## src/rtl/interrupt_ctrl.sv

```systemverilog
// Interrupt front-end for the mips core: synchronises raw lines, captures rising edges as
// pending bits, masks them and hands one prioritised request (with cause ID) to the core.
module interrupt_ctrl #(
    parameter int                  NUM_SRC  = 4,
    parameter int                  ID_W     = 2,
    parameter logic [NUM_SRC-1:0]  MASK_RST = 4'hF
) (
    input  logic                clk,
    input  logic                rst,
    input  logic [NUM_SRC-1:0]  irq_in,
    input  logic                mask_we,
    input  logic [NUM_SRC-1:0]  mask_wdata,
    input  logic                int_ack,
    input  logic                int_eret,
    output logic                int_req,
    output logic [ID_W-1:0]     int_cause,
    output logic [NUM_SRC-1:0]  pending,
    output logic [NUM_SRC-1:0]  mask,
    output logic                in_service
);

    typedef enum logic [1:0] {
        IDLE = 2'd0,
        REQ  = 2'd1,
        SVC  = 2'd2
    } state_t;

    state_t              state_reg, state_next;
    logic [ID_W-1:0]     cause_reg, cause_next;
    logic                int_req_reg, int_req_next;
    logic                in_service_reg, in_service_next;

    logic [NUM_SRC-1:0]  s1_reg, s2_reg, s3_reg;
    logic [NUM_SRC-1:0]  pending_reg, pending_next;
    logic [NUM_SRC-1:0]  mask_reg;
    logic [NUM_SRC-1:0]  edge_det;
    logic [NUM_SRC-1:0]  clr;
    logic [NUM_SRC-1:0]  active;
    logic [ID_W-1:0]     first_idx;

    // s1/s2 form the synchroniser; s3 remembers the previous synchronised level.
    always_ff @(posedge clk or negedge rst) begin
        if (!rst) begin
            s1_reg <= '0;
            s2_reg <= '0;
            s3_reg <= '0;
        end else begin
            s1_reg <= irq_in;
            s2_reg <= s1_reg;
            s3_reg <= s2_reg;
        end
    end

    // A fresh edge sets the bit even in the cycle its previous occurrence is acknowledged.
    generate
        for (genvar gi = 0; gi < NUM_SRC; gi++) begin : g_src
            assign edge_det[gi]     = s2_reg[gi] & ~s3_reg[gi];
            assign pending_next[gi] = (pending_reg[gi] & ~clr[gi]) | edge_det[gi];
        end
    endgenerate

    always_ff @(posedge clk or negedge rst) begin
        if (!rst) begin
            pending_reg <= '0;
            mask_reg    <= MASK_RST;
        end else begin
            pending_reg <= pending_next;
            if (mask_we) begin
                mask_reg <= mask_wdata;
            end
        end
    end

    assign active = pending_reg & mask_reg;

    // Lowest index wins; scanning downwards leaves the lowest set index last.
    always_comb begin
        first_idx = '0;
        for (int i = NUM_SRC - 1; i >= 0; i--) begin
            if (active[i]) begin
                first_idx = ID_W'(i);
            end
        end
    end

    always_comb begin
        state_next      = state_reg;
        cause_next      = cause_reg;
        int_req_next    = 1'b0;
        in_service_next = 1'b0;
        clr             = '0;
        case (state_reg)
            IDLE: begin
                if (|active) begin
                    state_next   = REQ;
                    cause_next   = first_idx;
                    int_req_next = 1'b1;
                end
            end
            REQ: begin
                // An eret arriving with the ack is dropped: the handler has not run yet.
                if (int_ack) begin
                    clr[cause_reg]  = 1'b1;
                    state_next      = SVC;
                    in_service_next = 1'b1;
                end else begin
                    int_req_next = 1'b1;
                end
            end
            SVC: begin
                if (int_eret) begin
                    state_next = IDLE;
                end else begin
                    in_service_next = 1'b1;
                end
            end
            default: begin
                state_next = IDLE;
            end
        endcase
    end

    always_ff @(posedge clk or negedge rst) begin
        if (!rst) begin
            state_reg      <= IDLE;
            cause_reg      <= '0;
            int_req_reg    <= 1'b0;
            in_service_reg <= 1'b0;
        end else begin
            state_reg      <= state_next;
            cause_reg      <= cause_next;
            int_req_reg    <= int_req_next;
            in_service_reg <= in_service_next;
        end
    end

    assign int_req    = int_req_reg;
    assign int_cause  = cause_reg;
    assign in_service = in_service_reg;
    assign pending    = pending_reg;
    assign mask       = mask_reg;

endmodule
```

## config.mk

```make
export PLATFORM = sky130hd
export DESIGN_NAME = interrupt_ctrl
export DESIGN_NICKNAME = d
export VERILOG_FILES = /design/src/rtl/interrupt_ctrl.sv
export SDC_FILE = /design/constraint.sdc
export NUM_CORES = 1
export LEC_CHECK = 0
export CORE_MARGIN = 2
export CORE_UTILIZATION = 43
export CTS_BUF_LIST = sky130_fd_sc_hd__clkbuf_8
export CTS_CLUSTER_SIZE = 14
export DETAILED_ROUTE_END_ITERATION = 16
export GPL_ROUTABILITY_DRIVEN = 0
export HOLD_SLACK_MARGIN = 0.02
export MAX_ROUTING_LAYER = met4
export PLACE_DENSITY = 0.83
export SKIP_CTS_REPAIR_TIMING = 1
export SYNTH_ARGS = -nofsm -noshare
export SYNTH_HDL_FRONTEND = slang
export SYNTH_SLANG_ARGS = --single-unit
export TNS_END_PERCENT = 100
```

## constraint.sdc

```tcl
create_clock -name clk -period 3.1 [get_ports clk]
set_input_delay 0.93 -clock clk [delete_from_list [all_inputs] [get_ports clk]]
set_output_delay 0.93 -clock clk [all_outputs]
set_load 0.005 [all_outputs]
```

== Yosys cells after proc, flatten, opt, wreduce, memory -nomap -nowiden ==
Index checks and enable logic that the tools add are counted.
Cells by class
  equality and inequality tests: 5
  bitwise operators: 21
  muxes and demuxes: 18
  reduce and logical (&&, ||, !) cells: 5
  order comparisons: 2
Operators with widths (count)
  $mux W2: 7
  $and A1 B1 Y1: 8
  $mux W4: 2
  $not A1 Y1: 8
  $ne A2 B2 Y1 const B: 3
  $pmux W2 S3: 1
  $mux W1: 5
  $and A4 B4 Y4: 1
  $or A1 B1 Y1: 4
  $pmux W1 S2: 2
  $reduce_or A4 Y1: 1
  $lt A2 B3 Y1 const B: 1
  $reduce_and A3 Y1: 1
  $demux W1 S2: 1
  $eq A2 B1 Y1 const B: 1
  $eq A2 B2 Y1 const B: 1
  $ge A2 B1 Y1 const B: 1
  $logic_not A2 Y1: 1
  $reduce_and A2 Y1: 1
  $logic_and A1 B1 Y1: 1
Word-level totals
  output and inout port bits: 12
  bits of input ports: 13
  register bits after elaboration: 26

== Longest topological paths before layout ==
  depth after elaboration: 9
  gate-level depth with buffers: 6

== Worst setup path before layout ==
Ideal clock, no wire load.
  kind: input-to-reg
  start point: in int_ack
  end point: reg state_reg[1]
  setup slack: 1.449 ns
  arrival time: 1.526 ns
  buffers on the path: 0
  cell stages on the path: 4
  cell sequence: nand2b_1 -> nand2_1 -> a21oi_2 -> mux2_4
On the way
  cells in the longest elaborated chain, start to end: 2
RTL lines
  start: declaration: line 13  | input logic int_ack,
  $ne A2 B2 Y1 (no source line)
  $reduce_and A3 Y1 (no source line)
  end signal: assignment: line 130  | state_reg <= state_next;
  end: declaration: line 28  | state_t state_reg, state_next;
Every way passes these cells.
A chain may end at the register's enable or synchronous reset.

== Worst setup path after layout ==
  start point: reg mask_reg[1], in the netlist mask[1]
  end point: out mask[1]
RTL lines
  start: declaration: line 35  | logic [NUM_SRC-1:0] mask_reg;
  start signal: assignment: line 69  | mask_reg <= mask_wdata;
  end: declaration: line 18  | output logic [NUM_SRC-1:0] mask,
No word-level cell between the ends.

==> flow_summary_export.csv <==
group,metric,value,unit
yosys,synth_top_area_cell,"dfrtp_1",
floorplanning,start_util,0.444,
timing,rsz0062_at_grt,"no",
timing,period_needed,2.26,ns
yosys,synthTopCellsByArea,"dfrtp_1 (57%), dfstp_2 (11%), mux2_2 (4.7%), o21ai_0 (4.2%), ha_1 (3.9%)",
route,avgViaCountPerCell,4.91,
critical_path,worstSetupPathType,"reg2out",
yosys,yosysUniqueCellTypes,23,
global_routing,use_met1,0.163,
global_routing,grt_pass1_vias,665,
yosys,synthCells,70,
clocking,htree_levels,1,
clocking,cts_tree,"done",
clocking,cts.sinks,26,
floorplanning,io-pin-count,25,
timing,fin_setup_tns,0,ns
route,vias,624,
cells_and_area,fillers,183,
timing,fmax,442,MHz
critical_path,crit_slowest_cell,"dfstp_2",
floorplanning,fp.coreArea,2170,µm²
job,drv_cap,0,
timing,hold_viol_final,0,
placed_design,hpwl,1240,µm
yosys,yosysWarningCount,0,
global_routing,grt_use_met2,0.260,
clocking,clockRootBuffer,"clkbuf_8",
cells_and_area,fin_util,0.607,
worst_hold_path,holdCritPathClass,"reg2reg",
timing,slew_headroom,0.793,
global_routing,grt_use_met3,0.0380,
floorplanning,rows,17,
critical_path,critical-path-max-stage-delay,0.57,ns
clocking,clk_pin_slew,0.08,ns
global_routing,overflow,0,
global_routing,grt_pass1_wl,2770,µm
route,drtAntennaViolNets,0,
timing,slew_viol_final,0,
timing,fin_crit_sh,0.730,
route,wl_per_cell,13.0,µm
critical_path,setup.worst_path.start,"mask[1]$_DFFE_PN1P_",
cells_and_area,antenna-diode-count,0,
critical_path,crit_chain,"clkdlybuf4s50_1",
power_and_ir_drop,power.leakage,0.577,nW
timing,setup_viol,0,
route,drtPass1Iterations,4,
cells_and_area,drive_gt1_frac,0.182,
yosys,syn_area,963,µm²
clocking,clk_path_buf_depth,2,
yosys,syn_nets,86,
yosys,ys_ff_latch,26,
yosys,synth_top_cell_area_share,0.571,
global_routing,top_usage_layer,"met2",
timing,clock_skew,0.00191,ns
power_and_ir_drop,max-vdd-ir-drop,0.446,mV
global_routing,grt_max_degree,27,
power_and_ir_drop,p_per_area,803,nW/µm²
global_routing,track_usage,0.149,
floorplanning,die_area,2640,µm²
cells_and_area,syn2layout_area_growth,36.8,%
route,post-route-drc-count,0,
critical_path,r2r_start,"state_reg[1]$_DFFE_PN0P_",
critical_path,timing.critical_path.to_type,"output pin",
floorplanning,dieHeight,51.3,µm
run_status,status,"finished clean",
route,drtIter0Drc,11,
yosys,seq_area_frac_synth,0.681,
critical_path,critPathArrivalTime,1.33,ns
yosys,postSynthAreaPerCell,13.8,µm²
clocking,insertion_delay,0.26,ns
critical_path,crit_buf_inv,1,
floorplanning,die_w,51.3,µm
route,drt-total-wl,1650,µm
global_routing,grt_antenna_before_repair,0,
critical_path,cp_top_family,"flip-flops",
cells_and_area,nets,116,
critical_path,cp_max_fo,4,
critical_path,worstPathRequired,2.17,ns
placed_design,port_buffers,24,
critical_path,start_kind,"flip-flop",
clocking,numCtsBuffers,3,
worst_hold_path,holdCritStartpoint,"s1_reg[1]$_DFF_PN0_",
timing,tightest_slew,0.311,ns
[layer usage]
metal  up-vias  part of all wire  wire, µm
met2        25              0.51       839
met3         2             0.067       111
met5         -                 0         0
met4         0            0.0085        14
li1        294                 -         -
met1       303              0.41       682
[layout make-up]
type                            count  area (µm²)  area share
Timing Repair Buffer               25         248       0.188
Tap cell                           28        35.0      0.0266
Sequential cell                    26         656       0.498
Clock inverter                      1        30.0      0.0228
Clock buffer                        3        41.3      0.0313
Inverter                            7        26.3      0.0199
Multi-Input combinational cell     37         282       0.214
[cells in the final DEF, fill, tap and decap left out]
master,n
a21oi_1,2
o22a_1,1
inv_1,7
o21ai_1,1
nor2_4,1
bufinv_16,1
mux2_4,1
dfrtp_1,22
dfstp_2,4
a21o_1,1
clkbuf_8,3
nor2_1,1
a211oi_1,1
clkdlybuf4s50_1,24
nand3_1,1
buf_4,1
a21boi_0,1
a22o_1,1
o21ai_0,8
ha_1,3
a21oi_2,1
a22o_4,1
or2_2,1
nand2_1,4
nand2b_1,2
a32oi_1,1
mux2_2,4
[synthesized netlist by cell type]
cell type   n
a21o_1      1
o22a_1      1
mux2_4      1
mux2_2      4
a211oi_1    1
nor2_4      1
a21boi_0    1
inv_1       7
a21oi_1     2
dfstp_2     4
nor2_1      1
a22o_4      1
nand2_1     4
o21ai_1     1
a21oi_2     1
o21ai_0     8
dfrtp_1    22
a32oi_1     1
or2_2       1
a22o_1      1
nand2b_1    2
nand3_1     1
ha_1        3
[power breakdown]
group          internal [mW]  switching [mW]
Clock                  0.172          0.0962
Sequential             0.412          0.0572
Combinational          0.188           0.133
Total                  0.772           0.286
[stage by stage]
stage                     power [mW]  setup WS (ns)  instance area [µm²]  std cells  hold slack (ns)
after floorplan                0.634           1.45                  963         70            0.331
after CTS                       1.07          0.820                 1320        127            0.361
after global placement         0.780          0.925                 1250        123            0.333
after detailed placement       0.797          0.889                 1250        123            0.336
final                           1.06          0.837                 1320        127            0.356
after global routing            1.13          0.776                 1320        127            0.365
[worst paths after layout]
kind / to / slack [ns] / cells after the start
worst max-delay path: mask[1] / 0.84 / 1
worst min-delay path: s2_reg[1]$_DFF_PN0_ / 0.36 / 0
worst max register to register: pending[0]$_DFF_PN0_ / 1.63 / 6
worst min register to register: s2_reg[1]$_DFF_PN0_ / 0.36 / 0
max in group asynchronous: mask[2]$_DFFE_PN1P_ / 1.79 / 2
min in group asynchronous: s2_reg[0]$_DFF_PN0_ / 1.02 / 2
[cell families after synthesis]
kind of cell	share of synthesized area
multiplexers	0.0623
adder cells (fa/ha/maj)	0.0390
flip-flops	0.681
buffers and inverters	0.0273
AO/OA/AOI/OAI	0.135
AND/OR/NAND/NOR	0.0558
[worst reg2reg max path, cell delays in order (launching register included)]
cell	delay, ns
dfrtp_1	0.42
inv_1	0.10
ha_1	0.23
nand2_1	0.08
or2_2	0.29
o21ai_0	0.14
o21ai_0	0.10
Power figures use the tool's default switching activity.
==> RTL change (config.mk and constraints unchanged) <==
Reset style: synchronous (`rst`), changed in 3 clocked blocks.
--- a/src/rtl/interrupt_ctrl.sv
+++ b/src/rtl/interrupt_ctrl.sv
@@ -41,3 +41,3 @@
     // s1/s2 form the synchroniser; s3 remembers the previous synchronised level.
-    always_ff @(posedge clk or negedge rst) begin
+    always_ff @(posedge clk) begin
         if (!rst) begin
@@ -61,3 +61,3 @@
 
-    always_ff @(posedge clk or negedge rst) begin
+    always_ff @(posedge clk) begin
         if (!rst) begin
@@ -122,3 +122,3 @@
 
-    always_ff @(posedge clk or negedge rst) begin
+    always_ff @(posedge clk) begin
         if (!rst) begin
Formal check against the unedited RTL: differs if rst is asserted again (counterexample within 4 cycles, from zero or initial values and one cycle with rst low); with rst held inactive, the same outputs for 10 cycles.
==> RTL change against the unedited design <==
- clock power grew 1%
- worst setup slack gained 0.090 ns
- die area grew 3.3%
- sequential cell count is the same
- power shrank 17%
- routed wire length grew 13%
- area after synthesis grew 3.6%
- critical path depth is the same
- synthesized cell count grew 36%
- cell area grew 0.95%
- critical endpoint is now int_cause[1]
==> RTL change: results (changes against the unedited design) <==
synthesis.nets: 112  # was 86
fin_skew_ns: 0.00192  # was 0.00191 ns
leakage_nw: 0.517  # was 0.577 nW
antenna_cells: 0  # unchanged
grt_pass1_vias: 718  # was 665
synth.top_cells.by_area: "dfxtp_1, and2_1, mux2i_1"  # was dfrtp_1, dfstp_2, mux2_2
crit_family: "buffers and inverters"  # was flip-flops
muxShareOfSynthArea_pct: 7.02  # was 6.23%
synth_common_cells: "dfxtp_1, and2_1, nand2_1"  # was dfrtp_1, o21ai_0, inv_1
ys_async_sr_fraction_pct: 0  # was 100%
use_met3_pct: 6.57  # was 3.80%
hpwl_mm: 1.38  # was 1.24 mm
cp_slowest_cell: "clkdlybuf4s50_1"  # was dfstp_2
wl_per_cell_um: 12.6  # was 13.0 µm
drive_gt1_share_pct: 6.72  # was 18.2%
grt_usage_pct: 16.7  # was 14.9%
layout.nets: 137  # was 116
slew_headroom_pct: 51.8  # was 79.3%
vias: 743  # was 624
grt_util_met1_pct: 18.4  # was 16.3%
crit_path_max_fanout: 6  # was 4
outcome: "complete, no violations"  # unchanged
seq_area_frac_synth_pct: 52.1  # was 68.1%
grt_pass1_wl_mm: 3.19  # was 2.77 mm
grt_max_degree: 28  # was 27
synth_adder_area_share_pct: 5.01  # was 3.90%
vdd_drop_max_v: 0.000516  # was 0.000446 V
cpPeakStageDelay_ns: 0.54  # was 0.57 ns
synth_compound_area_share_pct: 13.0  # was 13.5%
clkTransAtPathRegs_ns: 0.08  # about the same
rrSetupSlack_ns: 1.47  # was 1.63 ns
cp_data_arrival_time_ns: 1.24  # was 1.33 ns
grtUsageMet2_pct: 28.3  # was 26.0%
==> RTL change: report_power, final <==
group | switching, mW | leakage [nW] | internal [mW]
clock network | 0.101 | 0.0357 | 0.173
registers | 0.0228 | 0.214 | 0.364
logic | 0.101 | 0.267 | 0.117
total | 0.224 | 0.517 | 0.654
==> RTL change: cell type report <==
type                       count  area, µm²
fill                         200        882
multi-input combinational     62        452
inverter                       3       11.3
tap                           28       35.0
clock inverter                 1       30.0
clock buffer                   3       41.3
sequential                    26        520
timing repair buffer          24        240
==> RTL change: cells by family after synthesis <==
family / after synthesis
compound gates: 15
flops: 26
mux: 7
fa+ha+maj: 4
buf+inv: 7
simple gates: 36
==> RTL change: through the flow <==
stage	cell area [µm²]	instances	worst slack, ns	hold WS [ns]
6_report	1330	147	0.927	0.439
2_1_floorplan	998	95	1.45	0.412
3_5_place_dp	1260	143	0.744	0.424
3_3_place_gp	1260	143	0.806	0.414
4_1_cts	1330	147	0.921	0.445
5_1_grt	1330	147	0.853	0.456
==> RTL change: worst paths after layout <==
check | depth (start not counted) | end | start
setup / recovery | 1 | int_cause[1] | int_cause[1]
hold / removal | 1 | s2_reg[0] | s1_reg[0]
setup reg to reg | 6 | state_reg[0] | state_reg[1]
hold reg to reg | 1 | s2_reg[0] | s1_reg[0]
==> RTL change: worst register-to-register path: cells and delay by family (launching register included) <==
kind	cells	cell delay [ns]
DFF	1	0.37
AOI/OAI and AO/OA	1	0.31
adders and majority gates	1	0.28
buffers and inverters	1	0.09
muxes	1	0.23
and+or+nand+nor	2	0.24
==> RTL change: routing by layer <==
metal / wire length, µm / vias to the layer above
li1: - / 366
met1: 741 / 341
met2: 960 / 28
met3: 107 / 8
met4: 45 / 0
met5: 0 / -
